<file path="src/rtl/lm80c_mem_pkg.sv">
// Shared types and region map for the LM80C memory arbiter.
// The ROM/RAM windows are expressed in loader byte-address space.
package lm80c_mem_pkg;

    typedef enum logic [2:0] {
        ST_IDLE   = 3'd0,
        ST_CPU_RA = 3'd1,
        ST_CPU_RD = 3'd2,
        ST_CPU_WR = 3'd3,
        ST_LD_WR  = 3'd4
    } state_t;

    localparam logic [31:0] ROM_END  = 32'h0000_8000;
    localparam logic [31:0] RAM_BASE = 32'h0001_0000;
    localparam logic [31:0] RAM_END  = 32'h0002_0000;

    typedef struct packed {
        logic        is_rom;
        logic [15:0] addr;
        logic [7:0]  data;
    } ld_entry_t;

    // Result bit 1: address lands in a memory window; bit 0: that window is the ROM.
    function automatic logic [1:0] ld_region(input logic [31:0] addr);
        logic is_rom;
        logic is_ram;
        is_rom = (addr < ROM_END);
        is_ram = (addr >= RAM_BASE) && (addr < RAM_END);
        return {is_rom | is_ram, is_rom};
    endfunction

endpackage

</file>
<file path="src/rtl/lm80c_wr_fifo.sv">
// Small synchronous FIFO that buffers decoded loader writes.
// Storage is not reset; the pointers and level define which entries are live.
module lm80c_wr_fifo
    import lm80c_mem_pkg::*;
#(
    parameter int FIFO_DEPTH = 4
) (
    input  logic                          clk,
    input  logic                          reset,
    input  logic                          push,
    input  ld_entry_t                     push_data,
    input  logic                          pop,
    output ld_entry_t                     head,
    output logic [$clog2(FIFO_DEPTH):0]   level,
    output logic                          full,
    output logic                          empty
);

    localparam int PW = $clog2(FIFO_DEPTH);
    localparam int LW = PW + 1;

    ld_entry_t       r_mem [FIFO_DEPTH];
    logic [PW-1:0]   r_wr_ptr;
    logic [PW-1:0]   r_rd_ptr;
    logic [LW-1:0]   r_level;
    logic            w_push_ok;
    logic            w_pop_ok;

    assign full      = (r_level == LW'(FIFO_DEPTH));
    assign empty     = (r_level == LW'(0));
    assign w_push_ok = push & ~full;
    assign w_pop_ok  = pop & ~empty;
    assign head      = r_mem[r_rd_ptr];
    assign level     = r_level;

    always_ff @(posedge clk) begin
        if (w_push_ok) begin
            r_mem[r_wr_ptr] <= push_data;
        end
    end

    // Pointers wrap naturally because the depth is a power of two.
    always_ff @(posedge clk) begin
        if (reset) begin
            r_wr_ptr <= '0;
            r_rd_ptr <= '0;
            r_level  <= '0;
        end else begin
            if (w_push_ok) begin
                r_wr_ptr <= r_wr_ptr + PW'(1);
            end
            if (w_pop_ok) begin
                r_rd_ptr <= r_rd_ptr + PW'(1);
            end
            case ({w_push_ok, w_pop_ok})
                2'b10:   r_level <= r_level + LW'(1);
                2'b01:   r_level <= r_level - LW'(1);
                default: r_level <= r_level;
            endcase
        end
    end

endmodule

</file>
<file path="src/rtl/lm80c_mem_arbiter.sv">
// Arbitrates Z80 and loader accesses onto the ROM and RAM dpram ports.
// CPU requests always win; queued loader writes drain in idle cycles.
module lm80c_mem_arbiter
    import lm80c_mem_pkg::*;
#(
    parameter int FIFO_DEPTH = 4,
    parameter int LD_AW      = 25
) (
    input  logic                          clk,
    input  logic                          reset,
    input  logic                          cpu_ena,
    input  logic                          cpu_rd,
    input  logic                          cpu_wr,
    input  logic [15:0]                   cpu_addr,
    input  logic [7:0]                    cpu_wdata,
    input  logic                          rom_enabled,
    output logic [7:0]                    cpu_rdata,
    output logic                          cpu_wait,
    input  logic                          ld_hold,
    input  logic                          ld_valid,
    input  logic [LD_AW-1:0]              ld_addr,
    input  logic [7:0]                    ld_data,
    output logic                          ld_ready,
    output logic [$clog2(FIFO_DEPTH):0]   fifo_level,
    output logic [14:0]                   rom_addr,
    output logic                          rom_we,
    output logic [7:0]                    rom_wdata,
    input  logic [7:0]                    rom_q,
    output logic [15:0]                   ram_addr,
    output logic                          ram_we,
    output logic [7:0]                    ram_wdata,
    input  logic [7:0]                    ram_q
);

    state_t      r_state, w_state_nxt;
    logic        r_pend_valid, r_pend_rd;
    logic [15:0] r_pend_addr;
    logic [7:0]  r_pend_data;
    logic        r_rd_rom, w_rd_rom_nxt;
    logic [14:0] r_rom_addr, w_rom_addr_nxt;
    logic        r_rom_we, w_rom_we_nxt;
    logic [7:0]  r_rom_wdata, w_rom_wdata_nxt;
    logic [15:0] r_ram_addr, w_ram_addr_nxt;
    logic        r_ram_we, w_ram_we_nxt;
    logic [7:0]  r_ram_wdata, w_ram_wdata_nxt;
    logic [7:0]  r_cpu_rdata, w_cpu_rdata_nxt;
    logic        w_cap, w_pend_clr, w_req_valid, w_req_rd, w_rom_sel;
    logic [15:0] w_req_addr;
    logic [7:0]  w_req_data;
    logic [31:0] w_ld_addr32;
    logic [1:0]  w_ld_region;
    logic        w_push, w_pop, w_full, w_empty;
    ld_entry_t   w_push_entry, w_head;

    assign w_cap       = cpu_ena & (cpu_rd | cpu_wr) & ~ld_hold;
    assign w_ld_addr32 = 32'(ld_addr);
    assign w_ld_region = ld_region(w_ld_addr32);
    assign ld_ready    = ~w_full;
    assign w_push      = ld_valid & ~w_full & w_ld_region[1];
    assign w_pop       = (r_state == ST_LD_WR);
    assign cpu_wait    = ld_hold;

    always_comb begin
        w_push_entry        = '0;
        w_push_entry.is_rom = w_ld_region[0];
        w_push_entry.data   = ld_data;
        if (w_ld_region[0]) begin
            w_push_entry.addr = {1'b0, w_ld_addr32[14:0]};
        end else begin
            w_push_entry.addr = w_ld_addr32[15:0];
        end
    end

    lm80c_wr_fifo #(.FIFO_DEPTH(FIFO_DEPTH)) u_wr_fifo (
        .clk       (clk),
        .reset     (reset),
        .push      (w_push),
        .push_data (w_push_entry),
        .pop       (w_pop),
        .head      (w_head),
        .level     (fifo_level),
        .full      (w_full),
        .empty     (w_empty)
    );

    // A capture in IDLE is served straight from the bus so the address is out next cycle.
    always_comb begin
        if (r_pend_valid) begin
            w_req_rd   = r_pend_rd;
            w_req_addr = r_pend_addr;
            w_req_data = r_pend_data;
        end else begin
            w_req_rd   = cpu_rd;
            w_req_addr = cpu_addr;
            w_req_data = cpu_wdata;
        end
        w_req_valid = r_pend_valid | w_cap;
        w_rom_sel   = rom_enabled & ~w_req_addr[15];
    end

    always_comb begin
        w_state_nxt     = r_state;
        w_rd_rom_nxt    = r_rd_rom;
        w_rom_addr_nxt  = r_rom_addr;
        w_rom_we_nxt    = 1'b0;
        w_rom_wdata_nxt = r_rom_wdata;
        w_ram_addr_nxt  = r_ram_addr;
        w_ram_we_nxt    = 1'b0;
        w_ram_wdata_nxt = r_ram_wdata;
        w_cpu_rdata_nxt = r_cpu_rdata;
        w_pend_clr      = 1'b0;
        case (r_state)
            ST_IDLE: begin
                if (w_req_valid && w_req_rd) begin
                    w_state_nxt  = ST_CPU_RA;
                    w_rd_rom_nxt = w_rom_sel;
                    if (w_rom_sel) begin
                        w_rom_addr_nxt = w_req_addr[14:0];
                    end else begin
                        w_ram_addr_nxt = w_req_addr;
                    end
                end else if (w_req_valid) begin
                    // Writes into the mapped ROM window still pass through CPU_WR, without a strobe.
                    w_state_nxt = ST_CPU_WR;
                    if (!w_rom_sel) begin
                        w_ram_we_nxt    = 1'b1;
                        w_ram_addr_nxt  = w_req_addr;
                        w_ram_wdata_nxt = w_req_data;
                    end else begin
                        w_ram_we_nxt = 1'b0;
                    end
                end else if (!w_empty) begin
                    w_state_nxt = ST_LD_WR;
                    if (w_head.is_rom) begin
                        w_rom_we_nxt    = 1'b1;
                        w_rom_addr_nxt  = w_head.addr[14:0];
                        w_rom_wdata_nxt = w_head.data;
                    end else begin
                        w_ram_we_nxt    = 1'b1;
                        w_ram_addr_nxt  = w_head.addr;
                        w_ram_wdata_nxt = w_head.data;
                    end
                end else begin
                    w_state_nxt = ST_IDLE;
                end
            end
            ST_CPU_RA: w_state_nxt = ST_CPU_RD;
            ST_CPU_RD: begin
                w_cpu_rdata_nxt = r_rd_rom ? rom_q : ram_q;
                w_pend_clr      = 1'b1;
                w_state_nxt     = ST_IDLE;
            end
            ST_CPU_WR: begin
                w_pend_clr  = 1'b1;
                w_state_nxt = ST_IDLE;
            end
            ST_LD_WR:  w_state_nxt = ST_IDLE;
            default:   w_state_nxt = ST_IDLE;
        endcase
    end

    always_ff @(posedge clk) begin
        if (reset) begin
            r_pend_valid <= 1'b0;
            r_pend_rd    <= 1'b0;
            r_pend_addr  <= 16'h0000;
            r_pend_data  <= 8'h00;
        end else if (w_cap) begin
            r_pend_valid <= 1'b1;
            r_pend_rd    <= cpu_rd;
            r_pend_addr  <= cpu_addr;
            r_pend_data  <= cpu_wdata;
        end else if (w_pend_clr) begin
            r_pend_valid <= 1'b0;
        end
    end

    always_ff @(posedge clk) begin
        if (reset) begin
            r_state     <= ST_IDLE;
            r_rd_rom    <= 1'b0;
            r_rom_addr  <= 15'h0000;
            r_rom_we    <= 1'b0;
            r_rom_wdata <= 8'h00;
            r_ram_addr  <= 16'h0000;
            r_ram_we    <= 1'b0;
            r_ram_wdata <= 8'h00;
            r_cpu_rdata <= 8'h00;
        end else begin
            r_state     <= w_state_nxt;
            r_rd_rom    <= w_rd_rom_nxt;
            r_rom_addr  <= w_rom_addr_nxt;
            r_rom_we    <= w_rom_we_nxt;
            r_rom_wdata <= w_rom_wdata_nxt;
            r_ram_addr  <= w_ram_addr_nxt;
            r_ram_we    <= w_ram_we_nxt;
            r_ram_wdata <= w_ram_wdata_nxt;
            r_cpu_rdata <= w_cpu_rdata_nxt;
        end
    end

    assign rom_addr  = r_rom_addr;
    assign rom_we    = r_rom_we;
    assign rom_wdata = r_rom_wdata;
    assign ram_addr  = r_ram_addr;
    assign ram_we    = r_ram_we;
    assign ram_wdata = r_ram_wdata;
    assign cpu_rdata = r_cpu_rdata;

endmodule

</file>
<file path="config.mk">
export PLATFORM = sky130hd
export DESIGN_NAME = lm80c_mem_arbiter
export DESIGN_NICKNAME = d
export VERILOG_FILES = /design/src/rtl/lm80c_mem_pkg.sv /design/src/rtl/lm80c_wr_fifo.sv /design/src/rtl/lm80c_mem_arbiter.sv
export SDC_FILE = /design/constraint.sdc
export NUM_CORES = 1
export LEC_CHECK = 0
export CORE_ASPECT_RATIO = 1.1
export CORE_MARGIN = 1.5
export CORE_UTILIZATION = 45
export DETAILED_ROUTE_END_ITERATION = 10
export PLACE_DENSITY = 0.7
export RECOVER_POWER = 25
export SYNTH_ARGS = -nofsm -noshare
export SYNTH_HDL_FRONTEND = slang
export SYNTH_HIERARCHICAL = 1
export SYNTH_SLANG_ARGS = --single-unit
export TNS_END_PERCENT = 100
</file>
<file path="constraint.sdc">
create_clock -name clk -period 5.4 [get_ports clk]
set_clock_uncertainty 0.15 [all_clocks]
set_input_delay 0.81 -clock clk [delete_from_list [all_inputs] [get_ports clk]]
set_output_delay 0.81 -clock clk [all_outputs]
set_load 0.005 [all_outputs]
</file>
Word-level counts from Yosys, hierarchy flattened:

Memories as Yosys holds them, arrays and structs flattened. A register that Yosys moved wholly into a read port is not among the register bits.
Index checks and enable logic that the tools add are counted.

* register bits: 94
* RAM bits: 100
* bits of input ports: 81
* memories kept: 1

* $add $sub $neg: 4
* $lt $le $gt $ge: 3
* equality and inequality tests: 15
* multiplexer cells: 36
* bitwise gates (word level): 17
* reduce and logical (&&, ||, !) cells: 15

Memory list
* u_wr_fifo.r_mem: depth 4, bits a word 25, rd ports 1, clocked after memory_dff 1, write ports 1, RTL line lm80c_wr_fifo.sv:22 `ld_entry_t r_mem [FIFO_DEPTH];`

Operator list (count)
* $mux 16: 7
* $mux 15: 5
* $mux 8: 6
* $ge 25x17->1 const B: 1
* $lt 25x16->1 const B: 1
* $lt 25x18->1 const B: 1
* $reduce_and 5->1: 3
* $pmux 3 s2: 2
* $mux 1: 11
* $ne 2x2->1 const B: 5
* $mux 3: 3
* $and 1x1->1: 7
* $not 1->1: 7
* $eq 3x2->1 const B: 2
* $eq 3x3->1 const B: 2
* $logic_not 3->1: 2
* $ne 3x3->1 const B: 2
* $reduce_bool 2->1: 3
* $reduce_or 5->1: 1
* $add 2x1->2 const B: 2
* $mux 2: 2
* $add 3x1->3 const B: 1
* $eq 3x1->1 const B: 1
* $or 1x1->1: 3
* 9 further kinds: 10

Logic depth before layout (Yosys ltp):

Gate-level depths: netlist of run 1.

* depth in word-level cells: 7
* mapped depth: 13
* mapped depth without buffers: 13

By module:

Netlist of run 1, hierarchy kept.

Modules (own cells, without submodules)
* lm80c_wr_fifo: instances 1, cells an instance 185, area an instance 4139.0 um^2, sequential area each 3183.1 um^2
* lm80c_mem_arbiter: instances 1, cells an instance 445, area an instance 4081.4 um^2, sequential area each 1741.7 um^2

Worst setup path after synthesis of run 1:

Ideal clock, no wire load.

* kind: input to register
* from: input port ld_addr[23]
* to: memory u_wr_fifo/r_mem[0][0] in the netlist's numbering, enable pin
* setup time: 0.384 ns
* data arrival time: 2.163 ns
* data required time: 4.866 ns
* slack: 2.703 ns
* stages on the path: 6
* buffers on the path: 0
* path through: nor4_1 nand2_1 nor2_1 inv_1 nor2_2 and2_1

* longest elaborated chain between the ends: 7
* elaborated cells on any way between the ends: 9
* those cells by class: order compare: 3; mux: 2; bitwise: 3; reduce/logical: 1

Ends and longest elaborated chain
* start: declaration: RTL line lm80c_mem_arbiter.sv:21 `input logic [LD_AW-1:0] ld_addr,`
* $ge 25x17->1 / $lt 25x18->1 (equally long branches): RTL line lm80c_mem_pkg.sv:28 `is_ram = (addr >= RAM_BASE) && (addr < RAM_END);`
* $logic_and 1x1->1: RTL line lm80c_mem_pkg.sv:28
* $or 1x1->1 (*): RTL line lm80c_mem_pkg.sv:29 `return {is_rom | is_ram, is_rom};`
* $and 1x1->1 (*): RTL line lm80c_mem_arbiter.sv:59 `assign w_push = ld_valid & ~w_full & w_ld_region[1];`
* named net w_push: RTL line lm80c_mem_arbiter.sv:52 `logic w_push, w_pop, w_full, w_empty;`
* $and 1x1->1 (*): RTL line lm80c_wr_fifo.sv:31 `assign w_push_ok = push & ~full;`
* $mux 1 (*): RTL line lm80c_wr_fifo.sv:37 `if (w_push_ok) begin`
* $mux 1 (not written as such) (*): RTL line lm80c_wr_fifo.sv:38 `r_mem[r_wr_ptr] <= push_data;`
* end: declaration: RTL line lm80c_wr_fifo.sv:22

Mark *: on every way through the listed nets, which the timed path passes. The rest lies on a longest branch.

Worst setup path after layout of run 1:

* from: input port ld_hold
* to: register r_ram_addr[9] (netlist: ram_addr[9])

* longest elaborated chain between the ends: 6
* elaborated cells on any way between the ends: 9
* those cells by class: eq/ne: 2; mux: 2; bitwise: 3; reduce/logical: 2

Ends and longest elaborated chain
* start: declaration: RTL line lm80c_mem_arbiter.sv:19 `input logic ld_hold,`
* $not 1->1 (*): RTL line lm80c_mem_arbiter.sv:55 `assign w_cap = cpu_ena & (cpu_rd | cpu_wr) & ~ld_hold;`
* $and 1x1->1 (*): RTL line lm80c_mem_arbiter.sv:55
* $or 1x1->1 (*): RTL line lm80c_mem_arbiter.sv:97 `w_req_valid = r_pend_valid | w_cap;`
* $logic_and 1x1->1: RTL line lm80c_mem_arbiter.sv:114 `if (w_req_valid && w_req_rd) begin`
* $ne 3x3->1 (no line)
* $reduce_and 3->1 (no line)
* end signal: assignment: RTL line lm80c_mem_arbiter.sv:195 `r_ram_addr <= w_ram_addr_nxt;`
* end: declaration: RTL line lm80c_mem_arbiter.sv:43 `logic [15:0] r_ram_addr, w_ram_addr_nxt;`

Every way passes the cells marked *; elsewhere a longest branch is shown, timed or not.
A chain may end at the register's enable or synchronous reset.

==> flow_summary_export.csv, run 1 <==
group,metric,value,unit
worst_setup_path,worstPathMaxFanout,25,
worst_setup_path,critPathRequiredTime,5.58,ns
clocking,path_clk_slew,0.06,ns
floorplanning,rows,51,
floorplanning,fp.dieArea,0.0191,sq mm
cells_and_area,layout.nets,847,
worst_setup_path,arrival,3.52,ns
yosys,synth_top_area_share,36.5,%
cells_and_area,stdcell_area,0.0104,sq mm
yosys,syn_nets,717,
yosys,synth_edf_count,100,
timing,slew_headroom,27.6,%
yosys,yosys_warnings,6,
worst_setup_path,r2r_slack,2.48,ns
yosys,syn-cell-area,0.00822,sq mm
yosys,yosys-top-cells-area,"edfxtp_1 37%, dfxtp_1 23%, mux4_2 5.5%, mux2i_1 5.4%, mux2_2 3.3%",
hold_path,worstHoldStart,"r_pend_addr[1]$_SDFFE_PP0P_",
grt,grt_pass1_wl,28400,microns
cells_and_area,area.growth.synth_to_final,26.0,%
drt,viasPerCell,5.29,
clocking,cts_made_buffers,17,
placed_design,gp_congestion,0.824,
timing,rsz0062_at_grt,"no",
timing,tightestPinTransition,1.09,ns
yosys,synthDistinctLibCells,56,
worst_setup_path,r2r_cells,6,
clocking,clockBufferDepth,2,
clocking,cts.sinks,196,
clocking,postCtsResizedCells,0,
timing,post-route-period-util,61.8,%
yosys,ys_ff_latch,196,
clocking,cts_tree,"yes",
grt,antenna_found_initial,2,
yosys,synth_cells,630,
clocking,post_cts_buffers,0,
floorplanning,die_h,145,microns
placed_design,dpl_cell_area,0.00976,sq mm
yosys,ys_async_sr_fraction,0,%
timing,setup_viol_count_final,0,
placed_design,dpl.hpwl,12500,microns
timing,slew_violations,0,
floorplanning,die_width,132,microns
drt,num_vias,5347,
drt,wire_per_inst,17.9,microns
grt,grt_overflow,0,
power,p_per_area,308,mW/mm^2
hold_path,holdPathEnd,"r_pend_addr[1]$_SDFFE_PP0P_",
cells_and_area,fill_cells,1373,
timing,fin_tns_setup,0,ns
power,finalPower,0.00319,W
timing,finalHoldViolCount,0,
worst_setup_path,crit_type,"input port to register",
timing,max_freq,0.300,GHz
yosys,synth_common_cells,"100 x edfxtp_1, 96 x dfxtp_1, 63 x nand2_1",
worst_setup_path,rr_endpoint,"ram_wdata[1]$_SDFFE_PP0P_",
yosys,synth_top_cell_by_area,"edfxtp_1",
worst_setup_path,worstSetupStartpointType,"input port",
clocking,clk_latency,0.43,ns
placed_design,portBuffers,142,
drt,wirelength,18100,microns
timing,hold_ws,0.303,ns
yosys,ys_seq_area_share,59.9,%
clocking,ctsHoldBuffers,0,
yosys,synth.most_common_cell,"edfxtp_1",
drt,drtIter0Drc,419,
floorplanning,ios,143,
drt,dr.pass1.iters,4,
floorplanning,initial_core_util,46.2,%
power,ir_drop,238,uV
cells_and_area,final_layout_size_suffix_gt1_share,13.1,%
clocking,clockRootBuffer,"clkbuf_16",
timing,period_needed,3.34,ns
power,p_leak,3.50,nW
yosys,synth_ff_type,"edfxtp_1",
grt,grt_max_degree,90,
drt,ant_nets,0,
yosys,postSynthAreaPerCell,13.0,sq um
grt,grt_pass1_vias,5373,
floorplanning,core_region_area,0.0178,sq mm
grt,grt_usage,19.4,%
drt,route.detailed.drc,0,
clocking,htree_num_levels,4,
run,maxCapViolCount,0,
hold_path,hold_path_class,"register to register",
status,status,"complete, no violations",
hold_path,hold_depth,2,
worst_setup_path,worst_setup_path_end_kind,"register",
worst max-delay path by stage:
| stage | endpoint | cells after the start | slack [ns] | start |
|---|---|---|---|---|
| after floorplan | u_wr_fifo/r_mem[0][0]$_DFFE_PP_ | 6 | 2.70 | ld_addr[23] |
| after global placement | ram_addr[2]$_SDFFE_PP0P_ | 6 | 1.77 | ld_hold |
| after detailed placement | ram_addr[2]$_SDFFE_PP0P_ | 6 | 1.70 | ld_hold |
| after CTS | ram_addr[9]$_SDFFE_PP0P_ | 6 | 2.13 | ld_hold |
| after global routing | ram_addr[9]$_SDFFE_PP0P_ | 6 | 1.98 | ld_hold |
| final | ram_addr[9]$_SDFFE_PP0P_ | 6 | 2.06 | ld_hold |
cells in the final DEF (no fill, tap or decap), drive strengths merged, types with 8 or more instances in the layout:
cell type / Yosys / final
nand2: 63 / 63
clkdlybuf4s50: 0 / 118
mux2: 25 / 25
a211oi: 11 / 11
mux2i: 45 / 45
a22oi: 13 / 13
dlygate4sd3: 0 / 23
o2bb2ai: 12 / 12
inv: 12 / 18
nand2b: 12 / 12
o21ai: 10 / 10
dfxtp: 96 / 96
edfxtp: 100 / 100
nor3: 11 / 11
a21oi: 43 / 43
nor2: 59 / 59
clkbuf: 23 / 17
a311o: 8 / 8
buf: 18 / 11
mux4: 25 / 25
cell type report:
class                      count  area, sq um  share of cell area [%]
inverter                      12         45.0                   0.435
clock inverter                14          174                    1.68
timing repair buffer         152         1490                    14.4
tap                          238          298                    2.88
multi-input combinational    381         3000                    28.9
clock buffer                  17          425                    4.11
antenna                        1         2.50                  0.0242
sequential                   196         4920                    47.5
cell families after synthesis:
group           synth area share (%)
mux                             16.2
flops                           59.9
buf+inv                         3.68
compound gates                  9.06
simple gates                    9.85
xor+xnor                       0.320
fa+ha+maj                       1.00
flip-flops by register name, summed over array words and instances (netlist names), 3 cells and up, named ones only:
| name | count |
|---|---|
| u_wr_fifo/r_mem | 100 |
| ram_addr | 16 |
| r_pend_data | 8 |
| ram_wdata | 8 |
| r_pend_addr | 16 |
| cpu_rdata | 8 |
| rom_addr | 15 |
| r_state | 3 |
| rom_wdata | 8 |
| u_wr_fifo/level | 3 |
routing by layer:
| metal | global-route usage (%) | vias up | share of wire [%] |
|---|---|---|---|
| met5 | 0 | - | 0.066 |
| met2 | 33.1 | 167 | 50 |
| met4 | 6.43 | 2 | 1.8 |
| li1 | - | 2579 | - |
| met1 | 24.2 | 2572 | 43 |
| met3 | 4.95 | 27 | 5.3 |
through the flow:
step | utilization (%) | setup WS, ns | std cells
6_report | 58.2 | 2.06 | 1011
5_1_grt | 58.2 | 1.98 | 1011
4_1_cts | 58.2 | 2.13 | 1010
3_5_place_dp | 54.8 | 1.70 | 979
3_3_place_gp | 54.8 | 1.77 | 979
2_1_floorplan | - | 2.70 | 630
power by group:
group | internal (W) | total [W] | switching (W)
combinational | 0.000157 | 0.000295 | 0.000137
sequential | 0.00160 | 0.00162 | 0.0000252
clock | 0.000734 | 0.00128 | 0.000542
total | 0.00249 | 0.00319 | 0.000705
worst max-delay path: stages:
cell,delay (ns)
clkdlybuf4s50_1,0.52
nand2b_4,0.21
o21a_1,0.54
a21oi_1,1.00
a22oi_1,0.17
o2bb2ai_1,0.26
No activity file was read; power rests on OpenSTA's default activity.
==> run 2, diff against run 1 <==
Clock period 5.4 ns to 3.3 ns, I/O delays scaled along.
==> flow_summary_export.csv, run 2 (synthesis gave the netlist of run 1 again) <==
group,metric,value,unit
worst_setup_path,worst-path-stages,13,
cells_and_area,largest_reg_flops,100,
floorplanning,ios,143,
power,ir_drop,366,uV
power,intPower,0.00403,W
clocking,ctsHoldBuffers,0,
worst_setup_path,critPathBufInv,4,
power,p_per_area,500,mW/mm^2
clocking,cts_tree,"yes",
placed_design,gp_congestion,0.824,
worst_setup_path,critical_path.endpoint,"u_wr_fifo/level[2]$_SDFFE_PP0P_",
cells_and_area,final_layout_size_suffix_gt1_share,14.2,%
timing,rsz0062_at_grt,"no",
power,p_switching,0.00121,W
grt,grt_usage,20.0,%
worst_setup_path,crit_top_cell,"inv_1",
status,status,"complete, no violations",
cells_and_area,area.growth.synth_to_final,27.3,%
power,pwr-share-seq,50.6,%
floorplanning,core_region_area,0.0178,sq mm
grt,antenna_found_initial,1,
worst_setup_path,r2r_slack,0.61,ns
floorplanning,initial_core_util,46.2,%
placed_design,portBuffers,142,
floorplanning,die_h,145,microns
drt,viasPerCell,5.35,
cells_and_area,final_core_util,58.8,%
clocking,clockRootBuffer,"clkbuf_16",
clocking,cts.sinks,196,
grt,grt_max_degree,86,
timing,max_freq,0.372,GHz
clocking,clockBufferDepth,2,
timing,tightestPinTransition,0.981,ns
worst_setup_path,crit_start,"u_wr_fifo/level[2]$_SDFFE_PP0P_",
worst_setup_path,worstPathMaxFanout,6,
cells_and_area,seqCellArea,0.00492,sq mm
floorplanning,rows,51,
cells_and_area,fill_cells,1379,
floorplanning,fp.dieArea,0.0191,sq mm
drt,drtIter0Drc,463,
drt,wirelength,18500,microns
worst_setup_path,arrival,2.90,ns
timing,slew_violations,0,
timing,hold_ws,0.177,ns
cells_and_area,layout.nets,857,
cells_and_area,layout_commonest_cell,"clkdlybuf4s50_1",
power,switching_share,23.1,%
worst_setup_path,worstSetupStartpointType,"register",
worst_setup_path,path_cells,"nor3b_2 > inv_1 > o211ai_1 > nor2_1 > inv_1 > nor2_2 > inv_1 > ha_1 > inv_1 > fa_1 > xor2_1 > or3_1 > a21oi_1",
placed_design,dp_cells,989,
cells_and_area,multi_input_area,0.00300,sq mm
drt,wire_per_inst,18.1,microns
worst_setup_path,crit_type,"register to register",
timing,post-route-period-util,81.4,%
floorplanning,die_width,132,microns
grt,grt_pass1_vias,5516,
power,p_leak,3.55,nW
power,clkPwrFrac,40.0,%
worst_setup_path,max_stage_delay,0.46,ns
worst_setup_path,critPathRequiredTime,3.51,ns
timing,setup_viol_count_final,0,
cells_and_area,most-common-layout-cells,"118 x clkdlybuf4s50_1, 100 x edfxtp_1, 96 x dfxtp_1, 63 x nand2_1, 58 x nor2_1",
timing,fin_tns_setup,0,ns
drt,route.detailed.drc,0,
timing,slew_headroom,34.6,%
placed_design,dpl.hpwl,13200,microns
worst_setup_path,timing.rr.start,"u_wr_fifo/level[2]$_SDFFE_PP0P_",
hold_path,worstHoldStart,"reset",
drt,num_vias,5472,
grt,grt_overflow,0,
clocking,postCtsResizedCells,0,
clocking,post_cts_buffers,0,
worst_setup_path,rr_endpoint,"u_wr_fifo/level[2]$_SDFFE_PP0P_",
drt,dr.pass1.iters,5,
timing,finalHoldViolCount,0,
worst_setup_path,critPathTopFamily,"simple AND/OR/NAND/NOR gates",
clocking,path_clk_slew,0.07,ns
clocking,cts_made_buffers,17,
power,comb_power_share,9.4,%
clocking,htree_num_levels,4,
cells_and_area,final_cell_count_no_fill,1022,
worst_setup_path,critical-path-slowest-cell,"dfxtp_1",
clocking,clk_latency,0.43,ns
run,maxCapViolCount,0,
grt,grt_pass1_wl,29200,microns
hold_path,hold_path_class,"input port to register",
worst_setup_path,r2r_cells,13,
cells_and_area,largest_register,"u_wr_fifo/r_mem",
worst_setup_path,worst_setup_path_end_kind,"register",
timing,period_needed,2.69,ns
drt,ant_nets,0,
run 2: changes by cell type in the layout (fill, tap and decap cells not counted):
cell | previous run | this run
buf_12 | 0 | 2
buf_4 | 10 | 18
bufinv_16 | 3 | 2
clkbuf_1 | 0 | 2
clkinv_1 | 1 | 0
clkinv_2 | 3 | 1
clkinv_4 | 0 | 2
clkinv_8 | 0 | 2
inv_6 | 4 | 3
run 2: power by group through the flow:
stage	combinational (W)	clock (W)	sequential [W]
finish	0.000493	0.00209	0.00265
global route	0.000535	0.00223	0.00266
CTS	0.000500	0.00213	0.00265
detailed placement	0.000498	0	0.00270
global placement	0.000484	0	0.00270
floorplan	0.000245	0	0.00270
run 2: layout make-up:
class	instances	share of cell area [%]
clock inverter	13	1.64
timing repair buffer	162	15.2
sequential	196	47.1
antenna	1	0.0239
tap	238	2.85
multi-input combinational	381	28.6
clock buffer	19	4.14
inverter	12	0.431
run 2: stage by stage:
step           instance area [sq um]  setup slack (ns)  total power, W
2_1_floorplan                   8220             0.828         0.00294
3_3_place_gp                    9860             0.375         0.00319
3_5_place_dp                    9860             0.302         0.00320
4_1_cts                        10500             0.612         0.00528
5_1_grt                        10500             0.292         0.00542
6_report                       10500             0.613         0.00523
run 2: layer usage:
metal / vias to the layer above / part of all wire (%) / wire length (microns) / track usage [%]
met5: - / 0 / 0 / 0
met4: 0 / 2.2 / 413 / 7.43
met3: 24 / 4.1 / 759 / 4.63
met2: 141 / 51 / 9360 / 34.3
met1: 2706 / 43 / 7970 / 24.8
li1: 2601 / - / - / -
run 2: worst min path at each step:
stage	endpoint	slack [ns]	depth (start not counted)
floorplan	r_pend_addr[10]$_SDFFE_PP0P_	0.28	2
CTS	u_wr_fifo/level[2]$_SDFFE_PP0P_	0.16	2
detailed placement	r_pend_addr[1]$_SDFFE_PP0P_	0.30	2
finish	u_wr_fifo/r_wr_ptr[0]$_SDFFE_PP0P_	0.18	2
global route	u_wr_fifo/r_wr_ptr[0]$_SDFFE_PP0P_	0.17	2
global placement	r_pend_addr[2]$_SDFFE_PP0P_	0.29	2
==> run 3, diff against run 2 <==
Clock period 3.3 ns to 2.75 ns, I/O delays scaled along.
==> flow_summary_export.csv, run 3 (synthesis gave the netlist of run 1 again) <==
group,metric,value,unit
status,status,"complete, no violations",
timing,max_freq,0.392,GHz
worst_setup_path,crit_type,"register to register",
worst_setup_path,path_cells,"nor3b_4 > inv_1 > o211ai_1 > nor2_1 > inv_1 > nor2_2 > inv_1 > ha_1 > inv_1 > fa_1 > xor2_1 > or3_1 > a21oi_1",
cells_and_area,layout.nets,862,
grt,met3_usage,3.97,%
power,switching_share,22.7,%
timing,setup_viol_count_final,0,
grt,use_met1,23.2,%
worst_setup_path,worst_setup_path_end_kind,"register",
grt,gr-max-usage-layer,"met2",
clocking,cts_made_buffers,17,
timing,period_needed,2.55,ns
cells_and_area,final_core_util,59.0,%
floorplanning,rows,51,
hold_path,worstHoldStart,"reset",
cells_and_area,final_cell_count_no_fill,1026,
floorplanning,fp.dieArea,0.0191,sq mm
cells_and_area,n_antenna_cell,0,
grt,grt_util_met2,33.9,%
worst_setup_path,r2r_cells,13,
clocking,htree_num_levels,4,
drt,viasPerCell,5.33,
worst_setup_path,max_stage_delay,0.40,ns
run,maxCapViolCount,0,
worst_setup_path,r2r_slack,0.20,ns
worst_setup_path,critPathRequiredTime,2.95,ns
clocking,clk_latency,0.43,ns
worst_setup_path,worstPathMaxFanout,6,
grt,grt_max_degree,90,
timing,finalHoldViolCount,0,
timing,tightestPinTransition,0.975,ns
drt,dr.pass1.iters,5,
floorplanning,die_width,132,microns
placed_design,gp_congestion,0.864,
power,p_leak,3.57,nW
grt,antenna_found_initial,1,
cells_and_area,fill_cells,1385,
worst_setup_path,crit_top_cell,"inv_1",
placed_design,dp_cells,993,
floorplanning,core_region_area,0.0178,sq mm
power,clkPwrFrac,38.1,%
cells_and_area,layout_commonest_cell,"clkdlybuf4s50_1",
clocking,cts_tree,"yes",
drt,ant_nets,0,
worst_setup_path,critical-path-slowest-cell,"dfxtp_1",
drt,drtIter0Drc,362,
clocking,cts.sinks,196,
power,pwr-share-seq,52.1,%
worst_setup_path,worstSetupStartpointType,"register",
timing,fin_tns_setup,0,ns
timing,rsz0062_at_grt,"no",
floorplanning,ios,143,
timing,post-route-period-util,92.8,%
floorplanning,initial_core_util,46.2,%
grt,grt_pass1_vias,5460,
grt,grt_pass1_wl,28100,microns
drt,wire_per_inst,17.6,microns
power,intPower,0.00472,W
grt,grt_usage,19.2,%
cells_and_area,area.growth.synth_to_final,27.8,%
placed_design,dpl.hpwl,12600,microns
power,p_switching,0.00138,W
clocking,clockRootBuffer,"clkbuf_16",
cells_and_area,largest_reg_flops,100,
drt,num_vias,5466,
cells_and_area,largest_register,"u_wr_fifo/r_mem",
power,p_per_area,581,mW/mm^2
worst_setup_path,crit_start,"u_wr_fifo/level[0]$_SDFFE_PP0P_",
cells_and_area,most-common-layout-cells,"118 x clkdlybuf4s50_1, 100 x edfxtp_1, 96 x dfxtp_1, 63 x nand2_1, 58 x nor2_1",
timing,slew_violations,0,
power,ir_drop,449,uV
worst_setup_path,arrival,2.75,ns
cells_and_area,final_layout_size_suffix_gt1_share,14.7,%
power,finalPower,0.00611,W
clocking,path_clk_slew,0.07,ns
drt,route.detailed.drc,0,
clocking,clockBufferDepth,2,
timing,slew_headroom,34.8,%
grt,grt_overflow,0,
drt,wirelength,18100,microns
cells_and_area,seqCellArea,0.00492,sq mm
hold_path,holdPathEnd,"ram_we$_SDFF_PP0_",
cells_and_area,multi_input_area,0.00300,sq mm
worst_setup_path,timing.rr.start,"u_wr_fifo/level[0]$_SDFFE_PP0P_",
worst_setup_path,rr_endpoint,"u_wr_fifo/level[2]$_SDFFE_PP0P_",
hold_path,hold_path_class,"input port to register",
power,comb_power_share,9.8,%
hold_path,hold_depth,3,
floorplanning,die_h,145,microns
placed_design,portBuffers,142,
## run 3: metal layers
| metal | part of all wire, % | routed length, microns |
|---|---|---|
| met4 | 1.7 | 303 |
| met3 | 4.4 | 793 |
| met1 | 43 | 7680 |
| met2 | 51 | 9270 |
| met5 | 0.066 | 12 |
## run 3: stage by stage
stage | hold slack (ns) | cell area (sq um) | setup slack, ns
2_1_floorplan | 0.283 | 8220 | 0.278
3_3_place_gp | 0.289 | 9940 | 0.0218
3_5_place_dp | 0.301 | 9940 | -0.0530
4_1_cts | 0.276 | 10500 | 0.157
5_1_grt | 0.321 | 10500 | 0.0329
6_report | 0.289 | 10500 | 0.197
## run 3: layout make-up
class | count | area share (%)
Timing Repair Buffer | 167 | 16.0
Clock buffer | 18 | 4.09
Inverter | 12 | 0.429
Tap cell | 238 | 2.83
Multi-Input combinational cell | 381 | 28.6
Clock inverter | 14 | 1.20
Sequential cell | 196 | 46.9
## run 3: power groups by stage
| stage | sequential [W] | combinational (W) | clock [W] |
|---|---|---|---|
| floorplan | 0.00324 | 0.000294 | 0 |
| global placement | 0.00324 | 0.000590 | 0 |
| detailed placement | 0.00325 | 0.000605 | 0 |
| CTS | 0.00318 | 0.000609 | 0.00238 |
| global route | 0.00319 | 0.000650 | 0.00248 |
| finish | 0.00318 | 0.000598 | 0.00233 |
## run 3: worst max path at each step
| stage | end | cells past startpoint |
|---|---|---|
| 2_1_floorplan | u_wr_fifo/level[2]$_SDFFE_PP0P_ | 13 |
| 3_3_place_gp | u_wr_fifo/level[2]$_SDFFE_PP0P_ | 13 |
| 3_5_place_dp | u_wr_fifo/level[2]$_SDFFE_PP0P_ | 13 |
| 4_1_cts | u_wr_fifo/level[2]$_SDFFE_PP0P_ | 13 |
| 5_1_grt | u_wr_fifo/level[2]$_SDFFE_PP0P_ | 13 |
| 6_report | u_wr_fifo/level[2]$_SDFFE_PP0P_ | 13 |
## run 3: timing repair
item,in CTS,in global routing
setup endpoints to repair,0,1
buffers inserted,0,1
endpoints found under the hold margin,0,0
hold buffers,0,0
resized for setup,0,1
## run 3: critical path: cells and delay by family, from the launching register on
kind / cells / cell delay [ns]
simple gates: 4 / 0.69
fa+ha+maj: 2 / 0.55
flops: 1 / 0.40
buf+inv: 4 / 0.29
compound gates: 2 / 0.24
xor+xnor: 1 / 0.16
